$ cat config.mk
export PLATFORM = sky130hd
export DESIGN_NAME = cost_luma_sched
export DESIGN_NICKNAME = d
export VERILOG_FILES = /design/src/rtl/cost_luma_pkg.sv /design/src/rtl/cost_luma_rd_calc.sv /design/src/rtl/cost_luma_sched.sv
export SDC_FILE = /design/constraint.sdc
export NUM_CORES = 1
export LEC_CHECK = 0
export BUFFER_PORTS_ARGS = -buffer_cell sky130_fd_sc_hd__buf_2
export CORE_ASPECT_RATIO = 0.9
export CORE_MARGIN = 2
export CORE_UTILIZATION = 55
export CTS_CLUSTER_DIAMETER = 60
export DETAILED_ROUTE_END_ITERATION = 10
export GPL_TIMING_DRIVEN = 0
export PLACE_DENSITY = 0.85
export SYNTH_ARGS = -nofsm -noshare
export SYNTH_HDL_FRONTEND = slang
export SYNTH_SLANG_ARGS = --single-unit
$ cat constraint.sdc
create_clock -name clk -period 15.35 [get_ports clk]
set_input_delay 2.3025 -clock clk [delete_from_list [all_inputs] [get_ports clk]]
set_output_delay 2.3025 -clock clk [all_outputs]
set_load 0.03 [all_outputs]
$ cat src/rtl/cost_luma_pkg.sv
// Shared types and constants for the luma mode-decision scheduler and its RD cost datapath.
// No logic here; latency and backpressure are defined by the modules that use it.
package cost_luma_pkg;

  localparam int MAX_MODES   = 8;
  localparam int TIMEOUT_CYC = 63;
  localparam int SUM_W       = 32;
  localparam int LAMBDA_W    = 16;
  localparam int RATE_W      = 16;
  localparam int CALC_W      = 48;

  typedef enum logic [2:0] {
    ST_IDLE,
    ST_REQ,
    ST_RUN,
    ST_WAIT,
    ST_CMP,
    ST_FIN
  } state_t;

  function automatic logic [3:0] clamp_modes(input logic [3:0] n);
    return (n > 4'(MAX_MODES)) ? 4'(MAX_MODES) : n;
  endfunction

endpackage

$ cat src/rtl/cost_luma_rd_calc.sv
// RD score = sum + lambda*rate at 48 bits, saturated to 32 bits; purely combinational.
// No handshake; the caller samples the score when its strobe is valid.
module cost_luma_rd_calc
  import cost_luma_pkg::*;
(
  input  logic [SUM_W-1:0]    sum,
  input  logic [LAMBDA_W-1:0] lambda,
  input  logic [RATE_W-1:0]   rate,
  output logic [SUM_W-1:0]    score
);

  logic [CALC_W-1:0] full;

  always_comb begin
    full  = CALC_W'(sum) + CALC_W'(lambda) * CALC_W'(rate);
    score = (|full[CALC_W-1:SUM_W]) ? '1 : full[SUM_W-1:0];
  end

endmodule

$ cat src/rtl/cost_luma_sched.sv
// Sequences one macroblock mode search across the cost engine and keeps the lowest RD score; 21 cycles per mode at 18-cycle engine latency.
// Stalls in REQ until mode_ack and in WAIT until eng_done or a 63-cycle timeout; abort returns to IDLE from any state.
module cost_luma_sched
  import cost_luma_pkg::*;
(
  input  logic                clk,
  input  logic                rst_n,
  input  logic                start,
  input  logic [3:0]          num_modes,
  input  logic [LAMBDA_W-1:0] lambda,
  input  logic                abort,
  output logic                mode_req,
  output logic [2:0]          mode_idx,
  input  logic                mode_ack,
  input  logic [RATE_W-1:0]   mode_rate,
  output logic                eng_start,
  input  logic                eng_done,
  input  logic [SUM_W-1:0]    eng_sum,
  output logic [2:0]          best_mode,
  output logic [SUM_W-1:0]    best_score,
  output logic                done,
  output logic                err,
  output logic                busy
);

  state_t              state, state_nxt;
  logic [3:0]          num_q;
  logic [LAMBDA_W-1:0] lambda_q;
  logic [RATE_W-1:0]   rate_q;
  logic [SUM_W-1:0]    score_q;
  logic [SUM_W-1:0]    score_calc;
  logic [5:0]          to_cnt;
  logic                last_mode;
  logic                timeout;

  cost_luma_rd_calc u_rd_calc (
    .sum    (eng_sum),
    .lambda (lambda_q),
    .rate   (rate_q),
    .score  (score_calc)
  );

  assign last_mode = ({1'b0, mode_idx} == (num_q - 4'd1));
  // Fires on the WAIT cycle whose increment brings the counter to 63.
  assign timeout   = (to_cnt == 6'(TIMEOUT_CYC - 1));

  always_ff @(posedge clk) begin
    if (!rst_n) state <= ST_IDLE;
    else        state <= state_nxt;
  end

  always_comb begin
    state_nxt = state;
    if (abort) begin
      state_nxt = ST_IDLE;
    end else begin
      case (state)
        ST_IDLE: if (start) state_nxt = (clamp_modes(num_modes) == 4'd0) ? ST_FIN : ST_REQ;
        ST_REQ:  if (mode_ack) state_nxt = ST_RUN;
        ST_RUN:  state_nxt = ST_WAIT;
        ST_WAIT: begin
          if (eng_done)     state_nxt = ST_CMP;
          else if (timeout) state_nxt = ST_FIN;
        end
        ST_CMP:  state_nxt = last_mode ? ST_FIN : ST_REQ;
        ST_FIN:  state_nxt = ST_IDLE;
        default: state_nxt = ST_IDLE;
      endcase
    end
  end

  always_ff @(posedge clk) begin
    if (!rst_n) begin
      num_q      <= '0;
      lambda_q   <= '0;
      rate_q     <= '0;
      score_q    <= '0;
      to_cnt     <= '0;
      mode_idx   <= '0;
      best_mode  <= '0;
      best_score <= '0;
      err        <= 1'b0;
    end else if (!abort) begin
      case (state)
        ST_IDLE: if (start) begin
          num_q      <= clamp_modes(num_modes);
          lambda_q   <= lambda;
          mode_idx   <= '0;
          best_mode  <= '0;
          best_score <= '1;
          err        <= 1'b0;
        end
        ST_REQ:  if (mode_ack) rate_q <= mode_rate;
        ST_RUN:  to_cnt <= '0;
        ST_WAIT: begin
          to_cnt <= to_cnt + 6'd1;
          if (eng_done)     score_q <= score_calc;
          else if (timeout) err <= 1'b1;
        end
        ST_CMP: begin
          // Strict compare so an equal later score never displaces a lower index.
          if (score_q < best_score) begin
            best_score <= score_q;
            best_mode  <= mode_idx;
          end
          if (!last_mode) mode_idx <= mode_idx + 3'd1;
        end
        default: ;
      endcase
    end
  end

  assign mode_req  = (state == ST_REQ);
  assign eng_start = (state == ST_RUN);
  assign done      = (state == ST_FIN);
  assign busy      = (state != ST_IDLE);

endmodule

# --- Word level (Yosys, flattened, before mapping) ---
# Index checks and enable logic that the tools add are counted.
totals:
  regBits: 116
  input_bits: 74
  out_inout_bits: 43
  word_cells: 71
op_classes:
  addsub: 4
  mul: 1
  magnitude_cmp: 2
  n_eq_ne: 14
  muxes: 22
  n_bitwise: 2
  reduce_logical: 16
op_table:
  columns: ["operator", "n"]
  rows:
  - ["32-bit two-way mux", 3]
  - ["32-bit case mux with 2 select lines", 1]
  - ["32-bit by 32-bit adder with 33-bit output", 1]
  - ["32-bit less-than comparator", 1]
  - ["16-bit by 16-bit multiplier with 32-bit output", 1]
  - ["3-bit two-way mux", 9]
  - ["16-bit OR reduction", 1]
  - ["3-bit case mux with 5 select lines", 1]
  - ["3-bit case mux with 2 select lines", 2]
  - ["6-bit case mux with 2 select lines", 1]
  - ["3-bit AND reduction", 4]
  - ["2-bit inequality test, second input constant", 5]
  - ["4-bit AND reduction", 2]
  - ["6-bit by 1-bit adder with 6-bit output, second input constant", 1]
  - ["3-bit by 2-bit equality test with 1-bit output, second input constant", 2]
  - ["3-bit equality test, second input constant", 2]
  - ["6-bit equality test, second input constant", 1]
  - ["2-bit nonzero test", 3]
  - ["5-bit AND reduction", 1]
  - ["3-bit by 4-bit equality test with 1-bit output", 1]
  - ["4-bit > comparator, second input constant", 1]
  - ["4-bit zero test", 1]
  - ["4-bit two-way mux", 1]
  - ["4-bit by 1-bit subtractor with 4-bit output, second input constant", 1]
  - ["other kinds (11)", 14]

# --- Logic depth before layout (Yosys ltp) ---
# Gate-level depths: netlist (run 1).
logic_depth:
  ltp_word: 6
  depth_mapped: 26
  depth_no_buf: 23

# --- By module ---
# From an unflattened synthesis (run 1), not the netlist that was laid out.
unflattened:
  hier_cells: 1797
  area_unflattened_um2: 15298.4
modules_own_cells:
  columns: ["mod", "instances", "cells_per_inst", "area_each_um2", "seq_area_each_um2"]
  rows:
  - ["cost_luma_rd_calc", 1, 1166, 9811.9, 0.0]
  - ["cost_luma_sched", 1, 631, 5486.5, 2322.2]

# --- Worst setup path after synthesis (run 1) ---
# Ideal clock, no wire load.
synth_timing:
  path_type: "input-to-reg"
  start: "in eng_sum[9]"
  end: "reg score_q[13]"
  setup_time_ns: 0.119
  arrival_ns: 6.768
  t_required_ns: 15.231
  slack_ns: 8.463
  cell_stages: 19
  n_path_buf: 1
  cell_sequence: "inv_1 > fa_1 > inv_1 > fa_1 > fa_1 > inv_1 > fa_1 > inv_1 > ha_1 > a21o_1 > a221o_1 > nand2b_1 > o21a_1 > a2111oi_4 > nor3_2 > xnor2_4 > nand2_4 > buf_6 > o221a_1"
synth_via:
  elab_chain_cells: 3
synth_lines:
  columns: ["element", "line_no", "rtl"]
  rows:
  - ["start: declaration", "cost_luma_sched.sv:18", "input logic [SUM_W-1:0] eng_sum,"]
  - ["32-bit by 32-bit adder with 33-bit output *", "cost_luma_rd_calc.sv:15", "full = CALC_W'(sum) + CALC_W'(lambda) * CALC_W'(rate);"]
  - ["16-bit OR reduction", "cost_luma_rd_calc.sv:16", "score = (|full[CALC_W-1:SUM_W]) ? '1 : full[SUM_W-1:0];"]
  - ["32-bit two-way mux *", "cost_luma_rd_calc.sv:16", null]
  - ["end signal: assignment", "cost_luma_sched.sv:97", "if (eng_done) score_q <= score_calc;"]
  - ["end: declaration", "cost_luma_sched.sv:30", "logic [SUM_W-1:0] score_q;"]
# Mark *: on every way between the ends. The rest lies on a longest branch, timed or not.
# A chain may end at the register's enable or synchronous reset.

# --- Worst setup path after layout (run 1) ---
layout_timing:
  start: "reg lambda_q[5]"
  end: "reg score_q[31]"
layout_via:
  elab_chain_cells: 4
layout_lines:
  columns: ["element", "line_no", "rtl"]
  rows:
  - ["start: declaration", "cost_luma_sched.sv:28", "logic [LAMBDA_W-1:0] lambda_q;"]
  - ["start signal: assignment", "cost_luma_sched.sv:87", "lambda_q <= lambda;"]
  - ["16-bit by 16-bit multiplier with 32-bit output *", "cost_luma_rd_calc.sv:15", null]
  - ["32-bit by 32-bit adder with 33-bit output *", "cost_luma_rd_calc.sv:15", null]
  - ["16-bit OR reduction", "cost_luma_rd_calc.sv:16", null]
  - ["32-bit two-way mux *", "cost_luma_rd_calc.sv:16", null]
# Marked as above.

==> summary.txt, run 1 <==
RUN STATUS
------------------------------------------------------------------------------------
Outcome ...............................................................    completed

POWER AND IR DROP
------------------------------------------------------------------------------------
Maximum vdd ir drop ................................................... 0.00007380 V
Leakage ...............................................................     8.474 nW
Pwr/cell area ......................................................... 53.98 nW/um2

GRT
------------------------------------------------------------------------------------
Pin count of the biggest net entering global routing ..................           17
Global-route wire length before repair ................................     66.32 mm
Residual overflow from global routing .................................            0
Number of global-route vias before repair .............................       13,060
Number of antenna violations at the first check in global routing .....            1
Global-route usage over all layers ....................................       0.2995

SYNTHESIS
------------------------------------------------------------------------------------
Post-synthesis cell count .............................................        1,707
Post-Syn Nets .........................................................        2,146
Avg Inst Size Synth ...................................................    8.775 um2
Syn Std Cell Area .....................................................   14,980 um2
Post-synthesis cell type with the largest combined area ...............         fa_1
Share of the yosys chip area belonging to registers ...................       0.1550
EDFF count, synth .....................................................            0
Post-synth cell types .................................................           57
Leading register cell type out of synthesis ...........................      dfxtp_1
Synth top area share ..................................................       0.3021
Proportion of synthesized flip-flops having asynchronous set or reset .            0
Total of warnings raised by yosys .....................................            0
Top area cells in the synthesized netlist ............................. fa_1, dfxtp_1, ha_1, inv_1, nand2_1
FF+latch count, synth .................................................          116

FINISH
------------------------------------------------------------------------------------
Post-layout nets ......................................................        2,281
Layout area overhead ..................................................       10.92%
Final-layout fill cell count ..........................................        2,178
Proportion of layout cells with a drive suffix above 1 ................      0.08949
Commonest non-fill, non-tap cell in the layout ........................        inv_1
Most frequent cells in the layout ..................................... inv_1, fa_1, nand2_1

FLOORPLANNING
------------------------------------------------------------------------------------
Ports placed on the boundary ..........................................          117
Area of the core region ...............................................   26,890 um2
Initial standard-cell utilization of the core .........................       0.5571
Chip Height ...........................................................     160.6 um
Overall die area ......................................................   28,570 um2
Placement row count ...................................................           57
Horizontal extent of the die ..........................................     178.0 um

PLACED DESIGN
------------------------------------------------------------------------------------
DPL Wire Length .......................................................     33.12 mm
Port-buffer cells .....................................................          116
RePlAce Congestion ....................................................       0.9874

CRITICAL PATH
------------------------------------------------------------------------------------
Slowest cell on the critical path .....................................     clkbuf_1
Required @ worst endpoint .............................................     15.68 ns
Number of cells on the worst reg-to-reg path ..........................           23
Kind of end point of the critical path ................................     register
Largest driver fanout on the critical path ............................           10
Series of cell instances along the critical path ...................... clkbuf_1 -> and2_1 -> fa_1 -> inv_1 -> fa_1 -> fa_1 -> fa_1 -> inv_1 -> fa_1 -> inv_1 -> fa_1 -> inv_1 -> ha_1 -> and2_1 -> a221o_1 -> nand2b_1 -> o21a_1 -> a2111oi_4 -> nor3_2 -> xnor2_4 -> nand2_4 -> buf_6 -> o221a_1
Cell with the most instances on the worst path ........................         fa_1
Launching element type of the critical path ...........................     register
Worst path bufs/invs ..................................................            6
R2R setup slack .......................................................      7.87 ns
Endpoint arrival time on the critical path ............................      7.81 ns
Critical register-to-register path startpoint .........................  lambda_q[5]
Longest individual stage delay on the worst path ......................      0.68 ns
Largest delay share family, worst path ................................  adder cells
Reg-to-reg endpoint ...................................................  score_q[31]
Type of the worst setup path .......................................... register to register

TIMING
------------------------------------------------------------------------------------
Final max-slew violation count ........................................            0
Fin Clk Skew ..........................................................   0.01739 ns
Setup repair after global routing missed its margin ...................        false
Fmax achieved .........................................................    133.6 MHz
Measured slew at the worst slew-check pin .............................    0.9192 ns
Total negative setup slack ............................................         0 ns
Final setup violation count ...........................................            0
Final Cycle Share .....................................................       0.4875
Final hold slack ......................................................    0.5008 ns
Final critical path time including I/O delays and setup ...............     7.484 ns
Hold violation count in the final report ..............................            0
Slew HR ...............................................................       0.3714

CLOCK TREE
------------------------------------------------------------------------------------
CTS max path bufs .....................................................            2
Buffer type at the clock tree root ....................................    clkbuf_16
Number of resized instances in the post-cts repair step ...............            0
Insertion delay to the later sink of the worst-skew pair ..............      0.45 ns
Clk slew on worst S/H paths ...........................................      0.07 ns
Clock tree from TritonCTS .............................................        built
Buffers inserted during post-CTS setup optimization ...................            0
Level count of the clock H-tree .......................................            4
Total number of clock tree sinks ......................................          116
Post-CTS Hold Buffers .................................................            0
Number of buffers inserted during clock tree synthesis ................           17

HOLD PATH
------------------------------------------------------------------------------------
Number of cells on the worst hold path ................................            2
Hold_sp ...............................................................     num_q[3]
Capture endpoint of the worst hold path ...............................     num_q[3]
Worst hold path type .................................................. register to register

DETAILED ROUTING
------------------------------------------------------------------------------------
Average wire length per cell after detail routing .....................     18.71 um
Router iterations before antenna repair ...............................            8
Number of antenna-violating nets in the routed design .................            0
DR vias/cell ..........................................................        5.712
Number of DRC markers in iteration 0 ..................................          978
Overall via count from detail_route ...................................       12,620
Final wirelength ......................................................     41.35 mm
Remaining routing DRC violations ......................................            0

JOB
------------------------------------------------------------------------------------
Max-cap violations ....................................................            0

[cell type report]
class,count,area (um2),area share
Buffer,80,310.3,0.01868
Multi-Input combinational cell,1130,10920,0.6570
Timing Repair Buffer,116,580.6,0.03495
Inverter,381,1430,0.08608
Clock buffer,17,425.4,0.02561
Clock inverter,15,183.9,0.01107
Tap cell,354,442.9,0.02666
Antenna cell,1,2.502,0.0001506
Sequential cell,116,2322,0.1398
[report_power, final]
| part | internal (mW) | total (mW) | switching [mW] |
|---|---|---|---|
| Sequential | 0.313 | 0.327 | 0.0145 |
| Clock | 0.221 | 0.411 | 0.190 |
| Combinational | 0.0549 | 0.159 | 0.104 |
[tightest hold or removal path, stage by stage, from the launching register on]
cell	delay, ns
dfxtp_1	0.33
nand2_1	0.06
a21boi_0	0.07
[flip-flops by register name, indices dropped and copies added (netlist names)]
register and count:
score_q 32, to_cnt 6, lambda_q 16, mode_idx 3, rate_q 16, best_score 32
num_q 4, best_mode 3, err 1, state 3
[cell families after synthesis]
family / count (synthesis) / share of synthesized area
xor gates and xnor gates: 35 / 0.02172
muxes: 17 / 0.01144
buffers and inverters: 461 / 0.1162
and+or+nand+nor: 475 / 0.1603
AOI/OAI and AO/OA: 238 / 0.1171
DFF: 116 / 0.1550
adders and majority gates: 365 / 0.4182
[synthesized netlist by cell type (2+ instances only)]
cell,instances
nand4_1,15
nor2b_1,25
o211ai_1,3
a22oi_1,2
nor4_1,4
o311a_1,32
clkbuf_1,76
buf_2,2
mux2i_1,16
xnor2_1,12
nand3b_1,2
inv_1,381
o221a_1,10
o221a_2,8
nor3_1,5
o21bai_1,3
a21o_1,31
and2_1,123
ha_1,139
or3_1,34
a21oi_1,42
xor2_1,22
nor3b_1,7
a31oi_1,20
nor2_1,28
and3_1,2
fa_1,226
a21boi_0,23
dfxtp_1,116
nand3_1,7
o21ai_0,39
nand2_1,206
o211a_1,3
o2111ai_1,2
a211oi_1,5
o31a_1,2
o21a_1,5
nand2b_1,10
[worst max path at each step]
stage                      from          end  depth (start not counted)
floorplan            eng_sum[9]  score_q[13]                         19
global placement    eng_sum[11]  score_q[24]                         20
detailed placement  eng_sum[11]  score_q[31]                         20
CTS                 lambda_q[6]  score_q[31]                         23
global route        lambda_q[8]  score_q[17]                         22
finish              lambda_q[5]  score_q[31]                         23
[metrics by stage]
stage               utilization  cell area (um2)  total power [mW]  setup slack, ns  std cells
CTS                      0.6178            16610            0.8971            7.998       2209
floorplan                     -            14980            0.4296            8.463       1707
finish                   0.6179            16610            0.8969            7.866       2210
global route             0.6179            16610            0.9261            7.681       2210
global placement         0.5951            16000            0.4842            7.994       2177
detailed placement       0.5951            16000            0.4886            7.880       2177
[metal layers]
metal,GRT usage,share of wire,vias to the layer above
met4,0.1349,0.044,0
li1,-,-,5630
met3,0.08712,0.10,142
met2,0.4700,0.46,676
met5,0,0,-
met1,0.3837,0.39,6176
Note: power is estimated with default switching activity, not from simulation.
==> inputs of run 2 (changes only) <==
--- a/config.mk
+++ b/config.mk
@@ -12,7 +12,7 @@
 export CTS_CLUSTER_DIAMETER = 60
 export DETAILED_ROUTE_END_ITERATION = 10
 export GPL_TIMING_DRIVEN = 0
-export PLACE_DENSITY = 0.85
+export PLACE_DENSITY = 0.88
 export SYNTH_ARGS = -nofsm -noshare
 export SYNTH_HDL_FRONTEND = slang
 export SYNTH_SLANG_ARGS = --single-unit
==> constraint.sdc (replaced) <==
create_clock -name clk -period 6.7 [get_ports clk]
set_input_delay 1.005 -clock clk [delete_from_list [all_inputs] [get_ports clk]]
set_output_delay 1.005 -clock clk [all_outputs]
set_load 0.03 [all_outputs]
==> summary.txt, run 2 (same netlist as run 1, synthesis figures left out) <==
CRITICAL PATH
--------------------------------------------------------------------------------
Longest individual stage delay on the worst path ..................      0.53 ns   was 0.68 ns
Largest driver fanout on the critical path ........................           10   unchanged
Series of cell instances along the critical path .................. buf_8 -> and2_1 -> fa_1 -> inv_1 -> fa_1 -> fa_1 -> fa_1 -> inv_1 -> fa_1 -> inv_1 -> fa_1 -> inv_1 -> ha_4 -> and2_1 -> a221o_1 -> nand2b_4 -> o21a_4 -> a2111oi_4 -> nor3_4 -> xnor2_4 -> nand2_4 -> buf_4 -> o221a_1   was clkbuf_1 -> and2_1 -> fa_1 -> inv_1 -> fa_1 -> fa_1 -> fa_1 -> inv_1 -> fa_1 -> inv_1 -> fa_1 -> inv_1 -> ha_1 -> and2_1 -> a221o_1 -> nand2b_1 -> o21a_1 -> a2111oi_4 -> nor3_2 -> xnor2_4 -> nand2_4 -> buf_6 -> o221a_1
Kind of end point of the critical path ............................     register   unchanged
Endpoint arrival time on the critical path ........................      6.92 ns   was 7.81 ns
Slowest cell on the critical path .................................         fa_1   was clkbuf_1
Type of the worst setup path ...................................... register to register   unchanged
Worst path bufs/invs ..............................................            6   unchanged
Largest delay share family, worst path ............................  adder cells   unchanged
Cell with the most instances on the worst path ....................         fa_1   unchanged
Launching element type of the critical path .......................     register   unchanged
Required @ worst endpoint .........................................      7.01 ns   was 15.68 ns

GRT
--------------------------------------------------------------------------------
Global-route wire length before repair ............................     67.25 mm   was 66.32 mm
Met1 GRT Util .....................................................       0.3692   was 0.3837
Residual overflow from global routing .............................            0   unchanged
Met3 track utilization from global routing ........................      0.09730   was 0.08712
Global routing's busiest layer ....................................         met2   unchanged
Met2 usage ........................................................       0.4827   was 0.4700
Pin count of the biggest net entering global routing ..............           17   unchanged
Global-route usage over all layers ................................       0.3058   was 0.2995
Number of antenna violations at the first check in global routing .            2   was 1
Number of global-route vias before repair .........................       13,220   was 13,060

DETAILED ROUTING
--------------------------------------------------------------------------------
Remaining routing DRC violations ..................................            0   unchanged
DR vias/cell ......................................................        5.746   was 5.712
Average wire length per cell after detail routing .................     19.10 um   was 18.71 um
Router iterations before antenna repair ...........................            5   was 8
Final wirelength ..................................................     42.26 mm   was 41.35 mm
Overall via count from detail_route ...............................       12,720   was 12,620
Number of antenna-violating nets in the routed design .............            0   unchanged
Number of DRC markers in iteration 0 ..............................        1,100   was 978

FINISH
--------------------------------------------------------------------------------
Number of standard cells in the final layout excluding fillers ....        2,213   was 2,210
Post-layout nets ..................................................        2,285   was 2,281
Ant. Diodes .......................................................            0   was 1
Layout area overhead ..............................................       13.27%   was 10.92%
Most frequent cells in the layout ................................. inv_1, fa_1, nand2_1   unchanged
Commonest non-fill, non-tap cell in the layout ....................        inv_1   unchanged
Largest registers in the final layout ............................. best_score (32), score_q (32)   unchanged
Proportion of layout cells with a drive suffix above 1 ............       0.1318   was 0.08949

PLACED DESIGN
--------------------------------------------------------------------------------
DPL Wire Length ...................................................     33.53 mm   was 33.12 mm
Setup Slack @ Placement ...........................................   -0.5045 ns   was 7.880 ns
Port-buffer cells .................................................          116   unchanged
Placed Cells incl. Taps ...........................................        2,177   unchanged
RePlAce Congestion ................................................        1.002   was 0.9874

POWER AND IR DROP
--------------------------------------------------------------------------------
Switching pwr .....................................................    0.6711 mW   was 0.3087 mW
Part of the total power dissipated in combinational logic .........        0.176   was 0.177
Maximum vdd ir drop ...............................................  0.0001772 V   was 0.00007380 V
Leakage ...........................................................     8.686 nW   was 8.474 nW
Power consumption .................................................     2.114 mW   was 0.8969 mW
Pwr/cell area ..................................................... 124.6 nW/um2   was 53.98 nW/um2
Portion of total power attributed to the clock network ............        0.469   was 0.458
Proportion of total power due to net switching ....................       0.3175   was 0.3442
Internal power ....................................................     1.442 mW   was 0.5882 mW
Sequential fraction of design power ...............................        0.355   was 0.365

TIMING
--------------------------------------------------------------------------------
Final critical path time including I/O delays and setup ...........     6.609 ns   was 7.484 ns
Setup ws final ....................................................   0.09086 ns   was 7.866 ns
Final Cycle Share .................................................       0.9864   was 0.4875
Fmax achieved .....................................................    151.3 MHz   was 133.6 MHz
Fin Clk Skew ......................................................   0.02343 ns   was 0.01739 ns
Measured slew at the worst slew-check pin .........................     1.001 ns   was 0.9192 ns
Final max-slew violation count ....................................            0   unchanged
Slew HR ...........................................................       0.3151   was 0.3714
Final setup violation count .......................................            0   unchanged
Hold violation count in the final report ..........................            0   unchanged

FLOORPLANNING
--------------------------------------------------------------------------------
Placement row count ...............................................           57   unchanged
Horizontal extent of the die ......................................     178.0 um   unchanged
Chip Height .......................................................     160.6 um   unchanged
Ports placed on the boundary ......................................          117   unchanged
Area of the core region ...........................................   26,890 um2   unchanged
Overall die area ..................................................   28,570 um2   unchanged
Initial standard-cell utilization of the core .....................       0.5571   unchanged

CLOCK TREE
--------------------------------------------------------------------------------
Clock tree from TritonCTS .........................................        built   unchanged
Level count of the clock H-tree ...................................            4   unchanged
Clk slew on worst S/H paths .......................................      0.07 ns   about the same
Total number of clock tree sinks ..................................          116   unchanged
Insertion delay to the later sink of the worst-skew pair ..........      0.44 ns   was 0.45 ns
CTS max path bufs .................................................            2   unchanged
Post-CTS Hold Buffers .............................................            0   unchanged
Buffer type at the clock tree root ................................    clkbuf_16   unchanged
Number of buffers inserted during clock tree synthesis ............           17   unchanged

JOB
--------------------------------------------------------------------------------
Max-cap violations ................................................            0   unchanged

RUN STATUS
--------------------------------------------------------------------------------
Outcome ...........................................................    completed   unchanged

HOLD PATH
--------------------------------------------------------------------------------
Worst hold path type .............................................. register to register   unchanged

## run 2: cell count changes in the layout (fill, tap and decap cells not counted), sizes merged, moves of 3 or more
cell	delta
buf	+33
bufinv	+3
clkbuf	-29
clkinv	-3
## run 2: worst reg2reg max path: cells and delay by family (launching register included)
| family | cells | cell delay (ns) |
|---|---|---|
| and+or+nand+nor | 5 | 0.74 |
| buffers and inverters | 6 | 0.58 |
| xor gates and xnor gates | 1 | 0.27 |
| DFF | 1 | 0.38 |
| AOI/OAI and AO/OA | 4 | 1.19 |
| adders and majority gates | 7 | 3.31 |
## run 2: through the flow
step / hold WS [ns] / util / area, um2 / TNS [ns]
floorplan: 0.4553 / - / 14980 / 0
global placement: 0.4693 / 0.5951 / 16000 / -9.793
detailed placement: 0.4860 / 0.5951 / 16000 / -12.60
CTS: 0.4937 / 0.6229 / 16750 / 0
global route: 0.5263 / 0.6310 / 16970 / -0.2776
finish: 0.4927 / 0.6310 / 16970 / 0
## run 2: per-layer routing
layer | vias to the layer above | wire length [um]
li1 | 5630 | -
met1 | 6149 | 15620
met2 | 722 | 19330
met3 | 212 | 4532
met4 | 4 | 2755
met5 | - | 21
## run 2: what timing repair did
| item | in CTS | in global routing |
|---|---|---|
| pin swaps | 1 | 10 |
| endpoints found under the hold margin | 0 | 0 |
| buffers inserted | 1 | 7 |
| cloned | 0 | 1 |
| resized for setup | 63 | 110 |
| endpoints found under the setup margin | 32 | 32 |
## run 2: final cells by class
cell class | count | area, um2
Tap cell | 354 | 442.9
Buffer | 75 | 439.2
Clock buffer | 17 | 425.4
Multi-Input combinational cell | 1130 | 10990
Timing Repair Buffer | 125 | 648.1
Clock inverter | 15 | 192.7
Fill cell | 2124 | 9922
Inverter | 381 | 1430
Sequential cell | 116 | 2396
## run 2: final timing paths
check / slack, ns / endpoint / startpoint / cells past startpoint
worst min-delay path: 0.49 / to_cnt[5] / to_cnt[5] / 2
worst max register to register: 0.09 / score_q[31] / lambda_q[5] / 23
worst max-delay path: 0.09 / score_q[31] / lambda_q[5] / 23
worst min register to register: 0.49 / to_cnt[5] / to_cnt[5] / 2
## run 2: power groups by stage
stage	combinational, mW	sequential, mW	clock [mW]
2_1_floorplan	0.197	0.788	0
3_3_place_gp	0.346	0.763	0
3_5_place_dp	0.356	0.764	0
4_1_cts	0.363	0.750	0.990
5_1_grt	0.407	0.753	1.02
6_report	0.372	0.751	0.990
